`src/rtl/sonar_scheduler_pkg.sv`:
```
// Shared definitions for the sonar scheduler: FSM encoding, result error codes
// and default timing constants.
package sonar_scheduler_pkg;

   typedef logic [2:0] state_t;

   localparam state_t ST_IDLE   = 3'd0;
   localparam state_t ST_PICK   = 3'd1;
   localparam state_t ST_TRIG   = 3'd2;
   localparam state_t ST_MEAS   = 3'd3;
   localparam state_t ST_REPORT = 3'd4;
   localparam state_t ST_GUARD  = 3'd5;

   localparam logic [1:0] ERR_OK      = 2'd0;
   localparam logic [1:0] ERR_TIMEOUT = 2'd1;
   localparam logic [1:0] ERR_TRIG    = 2'd2;

   localparam int TRIG_MAX_DEF = 600;
   localparam int TIMEOUT_DEF  = 1_200_000;
   localparam int GUARD_DEF    = 2_500_000;

   function automatic int max3(input int a, input int b, input int c);
      int m;
      m = (a > b) ? a : b;
      return (m > c) ? m : c;
   endfunction

endpackage

```
`src/rtl/sonar_scheduler_rr_pick.sv`:
```
// Round-robin search: first set mask bit strictly after 'last', wrapping at N-1.
module rr_pick #(
   parameter int N = 4,
   parameter int W = 2
) (
   input  logic [N-1:0] mask,
   input  logic [W-1:0] last,
   output logic [W-1:0] next,
   output logic         found
);

   always_comb begin
      logic [W-1:0] idx;
      idx   = '0;
      next  = last;
      found = 1'b0;
      // Walk from the farthest candidate back so the nearest set bit wins.
      for (int k = N; k >= 1; k--) begin
         idx = W'((int'(last) + k) % N);
         if (mask[idx]) begin
            next  = idx;
            found = 1'b1;
         end
      end
   end

endmodule

```
`src/rtl/sonar_scheduler.sv`:
```
// Time-multiplexes one ultrasonic ranging engine across several sensors:
// pick -> trigger -> measure -> report -> guard, round-robin over sensor_mask.
module sonar_scheduler
   import sonar_scheduler_pkg::*;
#(
   parameter int NUM_SENSORS = 4,
   parameter int DIS_LEN     = 16,
   parameter int TRIG_MAX    = TRIG_MAX_DEF,
   parameter int TIMEOUT     = TIMEOUT_DEF,
   parameter int GUARD       = GUARD_DEF
) (
   input  logic                           clk,
   input  logic                           rst_n,
   input  logic                           enable,
   input  logic [NUM_SENSORS-1:0]         sensor_mask,
   output logic                           eng_trigger,
   output logic [$clog2(NUM_SENSORS)-1:0] sel,
   input  logic                           eng_trig_suc,
   input  logic                           eng_valid,
   input  logic [DIS_LEN:0]               eng_distance,
   output logic                           res_valid,
   output logic [$clog2(NUM_SENSORS)-1:0] res_id,
   output logic [DIS_LEN:0]               res_dist,
   output logic [1:0]                     res_err,
   output logic                           busy,
   output logic [2:0]                     dbg_state
);

   localparam int SEL_W = $clog2(NUM_SENSORS);
   localparam int CNT_W = $clog2(max3(TRIG_MAX, TIMEOUT, GUARD) + 1);

   localparam logic [CNT_W-1:0] TRIG_LAST  = CNT_W'(TRIG_MAX - 1);
   localparam logic [CNT_W-1:0] MEAS_LAST  = CNT_W'(TIMEOUT - 1);
   localparam logic [CNT_W-1:0] GUARD_LAST = CNT_W'(GUARD - 1);

   state_t             state_q, state_d;
   logic [CNT_W-1:0]   cnt_q, cnt_d;
   logic [SEL_W-1:0]   sel_q, sel_d;
   logic [SEL_W-1:0]   last_q, last_d;
   logic               eng_trigger_q, eng_trigger_d;
   logic               res_valid_q, res_valid_d;
   logic [SEL_W-1:0]   res_id_q, res_id_d;
   logic [DIS_LEN:0]   res_dist_q, res_dist_d;
   logic [1:0]         res_err_q, res_err_d;

   logic [SEL_W-1:0]   pick_next;
   logic               pick_found;

   rr_pick #(.N(NUM_SENSORS), .W(SEL_W)) u_rr_pick (
      .mask  (sensor_mask),
      .last  (last_q),
      .next  (pick_next),
      .found (pick_found)
   );

   always_comb begin
      state_d    = state_q;
      sel_d      = sel_q;
      last_d     = last_q;
      res_id_d   = res_id_q;
      res_dist_d = res_dist_q;
      res_err_d  = res_err_q;
      case (state_q)
         ST_IDLE: if (enable && |sensor_mask) state_d = ST_PICK;
         ST_PICK: begin
            if (pick_found) begin
               state_d = ST_TRIG;
               sel_d   = pick_next;
               last_d  = pick_next;
            end else begin
               state_d = ST_IDLE;
            end
         end
         ST_TRIG: begin
            if (eng_trig_suc) begin
               state_d = ST_MEAS;
            end else if (cnt_q == TRIG_LAST) begin
               state_d    = ST_REPORT;
               res_id_d   = sel_q;
               res_dist_d = '0;
               res_err_d  = ERR_TRIG;
            end
         end
         // No overflow input from the engine: an overflowed echo surfaces as the timeout.
         ST_MEAS: begin
            if (eng_valid) begin
               state_d    = ST_REPORT;
               res_id_d   = sel_q;
               res_dist_d = eng_distance;
               res_err_d  = ERR_OK;
            end else if (cnt_q == MEAS_LAST) begin
               state_d    = ST_REPORT;
               res_id_d   = sel_q;
               res_dist_d = '1;
               res_err_d  = ERR_TIMEOUT;
            end
         end
         ST_REPORT: state_d = ST_GUARD;
         ST_GUARD:  if (cnt_q == GUARD_LAST) state_d = enable ? ST_PICK : ST_IDLE;
         default:   state_d = ST_IDLE;
      endcase

      cnt_d = ((state_d != state_q) || (state_q == ST_IDLE)) ? '0 : cnt_q + CNT_W'(1);
      // Registered from next-state so the trigger never glitches on decode.
      eng_trigger_d = (state_d == ST_TRIG);
      res_valid_d   = (state_d == ST_REPORT);
   end

   always_ff @(posedge clk or negedge rst_n) begin
      if (!rst_n) begin
         state_q       <= ST_IDLE;
         cnt_q         <= '0;
         sel_q         <= '0;
         last_q        <= SEL_W'(NUM_SENSORS - 1);
         eng_trigger_q <= 1'b0;
         res_valid_q   <= 1'b0;
         res_id_q      <= '0;
         res_dist_q    <= '0;
         res_err_q     <= ERR_OK;
      end else begin
         state_q       <= state_d;
         cnt_q         <= cnt_d;
         sel_q         <= sel_d;
         last_q        <= last_d;
         eng_trigger_q <= eng_trigger_d;
         res_valid_q   <= res_valid_d;
         res_id_q      <= res_id_d;
         res_dist_q    <= res_dist_d;
         res_err_q     <= res_err_d;
      end
   end

   assign eng_trigger = eng_trigger_q;
   assign sel         = sel_q;
   assign res_valid   = res_valid_q;
   assign res_id      = res_id_q;
   assign res_dist    = res_dist_q;
   assign res_err     = res_err_q;
   assign busy        = (state_q != ST_IDLE);
   assign dbg_state   = state_q;

endmodule

```
`config.mk`:
```
export PLATFORM = sky130hd
export DESIGN_NAME = sonar_scheduler
export DESIGN_NICKNAME = d
export VERILOG_FILES = /design/src/rtl/sonar_scheduler_pkg.sv /design/src/rtl/sonar_scheduler_rr_pick.sv /design/src/rtl/sonar_scheduler.sv
export SDC_FILE = /design/constraint.sdc
export NUM_CORES = 1
export LEC_CHECK = 0
export CAP_MARGIN = 20
export CORE_MARGIN = 2
export CORE_UTILIZATION = 40
export CTS_CLUSTER_DIAMETER = 150
export CTS_CLUSTER_SIZE = 40
export DETAILED_ROUTE_END_ITERATION = 10
export PLACE_DENSITY_LB_ADDON = 0.2
export SLEW_MARGIN = 40
export SYNTH_ARGS = -nofsm -noshare
export SYNTH_HDL_FRONTEND = slang
export SYNTH_HIERARCHICAL = 1
export SYNTH_SLANG_ARGS = --single-unit
```
`constraint.sdc`:
```
create_clock -name clk -period 5.2 [get_ports clk]
set_input_delay 1.04 -clock clk [delete_from_list [all_inputs] [get_ports clk]]
set_output_delay 1.04 -clock clk [all_outputs]
set_load 0.005 [all_outputs]
```
* After elaboration in Yosys (flattened, before gate mapping)
Cells that the tools add are included.
** Storage, ports and cells
- Register bits after elaboration :: 52
- Output and inout bits :: 29
** Cells by class
- Add/sub/neg operators :: 5
- Order comparisons :: 4
- Eq/ne operators :: 14
- Mux-type cells :: 41
- Reductions and logical operators :: 8
** Operators by type and width (number)
- 17-bit two-way mux :: 4
- 17-bit case mux with 2 select lines :: 1
- 2-bit two-way mux :: 13
- 22-bit by 1-bit adder with 22-bit output, second input constant :: 1
- 22-bit by 10-bit == test with 1-bit output, second input constant :: 1
- 22-bit by 21-bit == test with 1-bit output, second input constant :: 1
- 22-bit == test, second input constant :: 1
- 22-bit two-way mux :: 1
- 3-bit two-way mux :: 6
- 3-bit case mux with 6 select lines :: 1
- 2-bit by 3-bit less-than comparator with 1-bit output, second input constant :: 4
- 3-bit by 2-bit == test with 1-bit output, second input constant :: 3
- 3-bit == test, second input constant :: 3
- 1-bit two-way mux :: 9
- 1-bit binary-select mux with 2-bit select :: 4
- 2-bit case mux with 2 select lines :: 2
- 2-bit by 1-bit adder with 2-bit output, second input constant :: 2
- 2-bit adder, second input constant :: 2
- 2-bit != test, second input constant :: 2
- 4-bit AND reduction :: 1
- 4-bit OR reduction :: 1
- 3-bit by 1-bit == test with 1-bit output, second input constant :: 1
- 3-bit logical NOT :: 1
- 3-bit != test :: 1
- 6 further kinds :: 6

* Depth between registers and ports, before layout
- Depth in word-level cells :: 12
- Depth in mapped cells :: 8
- Gate-level depth less buffers :: 6

* By module
Netlist, hierarchy kept.
** Modules (own cells, without submodules)
- sonar_scheduler :: times used 1, cells each 258, area each 2731.4 um2, seq. area each 1303.8 um2
- rr_pick :: times used 1, cells each 14, area each 82.6 um2, seq. area each 0.0 um2

* Worst setup path before layout
OpenSTA, ideal clock, no wires.
- Path type :: input to register
- Start point :: input port sensor_mask[1]
- End point :: register cnt_q[20]
- Setup time :: 0.089 ns
- Data arrival time :: 2.537 ns
- Setup slack :: 2.575 ns
- Stages :: 6
- Path buffers :: 1
- Path through :: or4_1 nand3b_1 a31oi_1 or4_4 buf_6 a211oi_2
** On the way
- Longest elaborated chain between the ends :: 11
** RTL lines
- start, declared :: line sonar_scheduler.sv:15 : input logic [NUM_SENSORS-1:0] sensor_mask,
- 1-bit binary-select mux with 2-bit select :: line sonar_scheduler_rr_pick.sv:20 : if (mask[idx]) begin
- 1-bit two-way mux (implied by the code) :: line sonar_scheduler_rr_pick.sv:20
- 1-bit two-way mux (4 in series) :: line sonar_scheduler_rr_pick.sv:20
- 2-bit two-way mux :: line sonar_scheduler.sv:66 : if (pick_found) begin
- 3-bit case mux with 6 select lines (*) :: line sonar_scheduler.sv:63 : case (state_q)
- 3-bit != test (*) :: line sonar_scheduler.sv:103 : cnt_d = ((state_d != state_q) || (state_q == ST_IDLE)) ? '0 : cnt_q + CNT_W'(1);
- 1-bit logical OR (*) :: line sonar_scheduler.sv:103
- 22-bit two-way mux (*) :: line sonar_scheduler.sv:103
- via cnt_d[20] :: line sonar_scheduler.sv:37 : logic [CNT_W-1:0] cnt_q, cnt_d;
- end signal, assigned :: line sonar_scheduler.sv:122 : cnt_q <= cnt_d;
- end, declared :: line sonar_scheduler.sv:37
Mark *: on every way through the listed nets, which the timed path passes. The rest lies on a longest branch. The select of a mux whose other input is x is not followed.
A chain may end at the register's enable or synchronous reset.

* Final worst setup path
- Start point :: input port sensor_mask[1]
- End point :: register cnt_q[21]
The elaborated chain is that of the path after synthesis.

==> out/results.txt <==
Max IR drop VDD - 314 uV
Slew @ Worst Pin - 0.665 ns
Final Skew - 0.00708 ns
Top_reg_cell synth - dfrtp_1
Synth Area in Compound Gates - 17.0%
Placer congestion estimate - 0.794
DIE WIDTH - 87.9 um
Via count - 2240
Pleak - 0.00135 uW
I/O pins - 55
Final setup fails - 0
CTS sink count - 52
DRT antenna net count - 0
Max cap viols - 0
Startpoint Class - primary input
Flop pwr share - 38.9%
Pin count of the biggest net entering global routing - 53
Final wirelength - 6220 um
Mux cell area share after synthesis - 2.76%
Final Max Slew Viols - 0
Post-synthesis simple-gate area fraction - 23.0%
Yosys cell types - 47
CTS resizes - 0
Crit Path Class - in -> reg
Seq/Total Area, Yosys - 46.3%
Fin Setup TNS - 0 ns
Worst-path fanout max - 22
Vias per inst - 5.35
Most frequent cells in the layout - 53 x clkdlybuf4s50_1, 50 x dfrtp_1, 27 x nand3_1, 20 x a211oi_2, 19 x nor2b_1
Status - complete, no violations
Post-Synth XOR/XNOR Area - 6.22%
GRT overflow - 0
Clock share of power - 14.1%
Syn Inst Count - 272
Initial detailed-routing violation count - 158
GRT Util Overall - 16.8%
Area delta synth->final - 25.9%
Share of cells above drive strength 1 - 14.9%
Net Switching - 608 uW
Number of port buffers - 54
CP Capture Type - register
Comb pwr share - 47.0%
Int Power - 993 uW
Async set-reset flop share out of synthesis - 100%
TritonCTS clock tree - done
Die area - 7720 um2
Placed inst area - 3460 um2
FILL cells - 657
Row count - 30
Clk_lat worst skew - 0.30 ns
ANT cells - 0
Critical path arrival - 3.26 ns
Mapped Nets - 299
Post-CTS Setup Bufs - 0
Total power - 1600 uW
Vias in the first global route - 2110
CTS buffer count - 5
Worst Hold Class - reg -> reg
Post-synth EDFFs - 0
Root Driver - clkbuf_8
Pwr dens - 452 nW/um2
H-tree depth - 2
Final Cycle Share - 58.7%
Ys Warns - 6
Layout Utilization - 52.1%
CTS max path bufs - 2
Most common cell after layout, fill and taps aside - clkdlybuf4s50_1
Core area - 6790 um2
Top cell type's share of synthesized area - 44.5%
Register area - 1300 um2
Yosys reg bits - 52
Net Sw Frac - 38.0%
Yosys top cell by area - dfrtp_1
Relative slew slack - 55.7%
Largest family of logic cells by synthesized area - simple AND/OR/NAND/NOR gates
Top post-synthesis cells by area - dfrtp_1 44%, a211oi_2 8.9%, nand3_1 4.8%, nor2b_1 4.2%, xnor2_1 3.4%
Fmax - 328 MHz
Clock-pin slew on the worst setup and hold paths - 0.09 ns
Starting Density - 41.4%
Detailed-route wire length per cell - 14.8 um
Multi-input gate area - 1420 um2
DP HPWL - 4280 um
Synth Area in Adders - 0.445%
Cts hold-fix bufs - 0
Post-Syn Area - 2810 um2
Die Span Y - 87.9 um
TritonRoute pass-1 iters - 4
Final instance area - 3540 um2
Min Tclk post-route - 3.05 ns
Required @ worst endpoint - 5.41 ns
Final hold vios - 0
Residual DRC count - 0
Nets - 349
Initial antenna violation count - 0
First-pass GRT wire length - 10200 um
RSZ-0062 raised after global routing - false
Syn avg cell area - 10.3 um2
per-stage QoR:
step           setup slack (ns)  hold WS [ns]  cells
6_report                   2.15         0.492    419
5_1_grt                    1.98         0.518    419
4_1_cts                    2.15         0.490    419
3_5_place_dp               1.82         0.477    411
3_3_place_gp               1.85         0.478    410
2_1_floorplan              2.57         0.455    272
worst max-delay path, cell delays in order:
cell and delay (ns):
clkdlybuf4s50_1 0.47, or4_1 0.55, nand3b_1 0.10, a31oi_1 0.15, or4_4 0.66, a211oi_1 0.30
registers in the layout (all words and copies together), names as in the netlist:
name         count
last_q           2
res_dist        17
res_err          2
dbg_state        3
sel              2
res_valid        1
eng_trigger      1
res_id           2
cnt_q           22
final cells by class:
type                            count  share of cell area (%)
Inverter                           10                    1.06
Multi-Input combinational cell    194                    40.2
Clock inverter                      1                   0.141
Tap cell                           96                    3.39
Clock buffer                        7                    2.15
Sequential cell                    52                    36.8
Timing Repair Buffer               59                    16.3
cells in the mapped netlist, drive strengths merged, types with 3 or more instances:
| cell type | instances |
|---|---|
| o21ai | 17 |
| xnor2 | 11 |
| or4 | 5 |
| mux2 | 6 |
| and4 | 3 |
| xor2 | 9 |
| nand4 | 8 |
| nand2 | 8 |
| inv | 10 |
| nor4 | 5 |
| and3 | 3 |
| nor2 | 8 |
| dfrtp | 50 |
| nor3 | 6 |
| a211oi | 22 |
| clkbuf | 10 |
| buf | 6 |
| nor2b | 19 |
| nand3 | 27 |
| nand2b | 4 |
| a21oi | 6 |
metal layers:
| layer | wire, um | GRT usage [%] |
|---|---|---|
| met1 | 2920 | 22.9 |
| met2 | 2930 | 27.2 |
| met3 | 321 | 4.34 |
| met4 | 42 | 3.50 |
| met5 | 0 | 0 |
logic make-up (layout without fill, tap and decap cells):
| logic type | after synthesis | after routing |
|---|---|---|
| AOI/OAI and AO/OA | 57 | 57 |
| DFF | 52 | 52 |
| xor gates and xnor gates | 20 | 20 |
| adders and majority gates | 1 | 1 |
| muxes | 7 | 7 |
| buffers and inverters | 26 | 77 |
| and+or+nand+nor | 109 | 109 |
path summary, 6_finish.rpt:
path                           startpoint        end  slack, ns  depth (start not counted)
max in group asynchronous           rst_n  cnt_q[21]       3.91                          2
hold reg to reg                  cnt_q[0]   cnt_q[0]       0.49                          1
setup / recovery           sensor_mask[1]  cnt_q[21]       2.15                          6
hold / removal                   cnt_q[0]   cnt_q[0]       0.49                          1
setup reg to reg                 cnt_q[0]  res_id[0]       2.38                          7
min in group asynchronous           rst_n   cnt_q[2]       0.85                          2
power groups by stage:
stage,Clock (uW),Sequential (uW),Combinational (uW)
floorplan,0,620,430
global placement,0,629,748
detailed placement,0,633,761
CTS,235,624,763
global route,246,641,830
finish,226,623,752
Note: power is estimated with default switching activity, not from simulation.
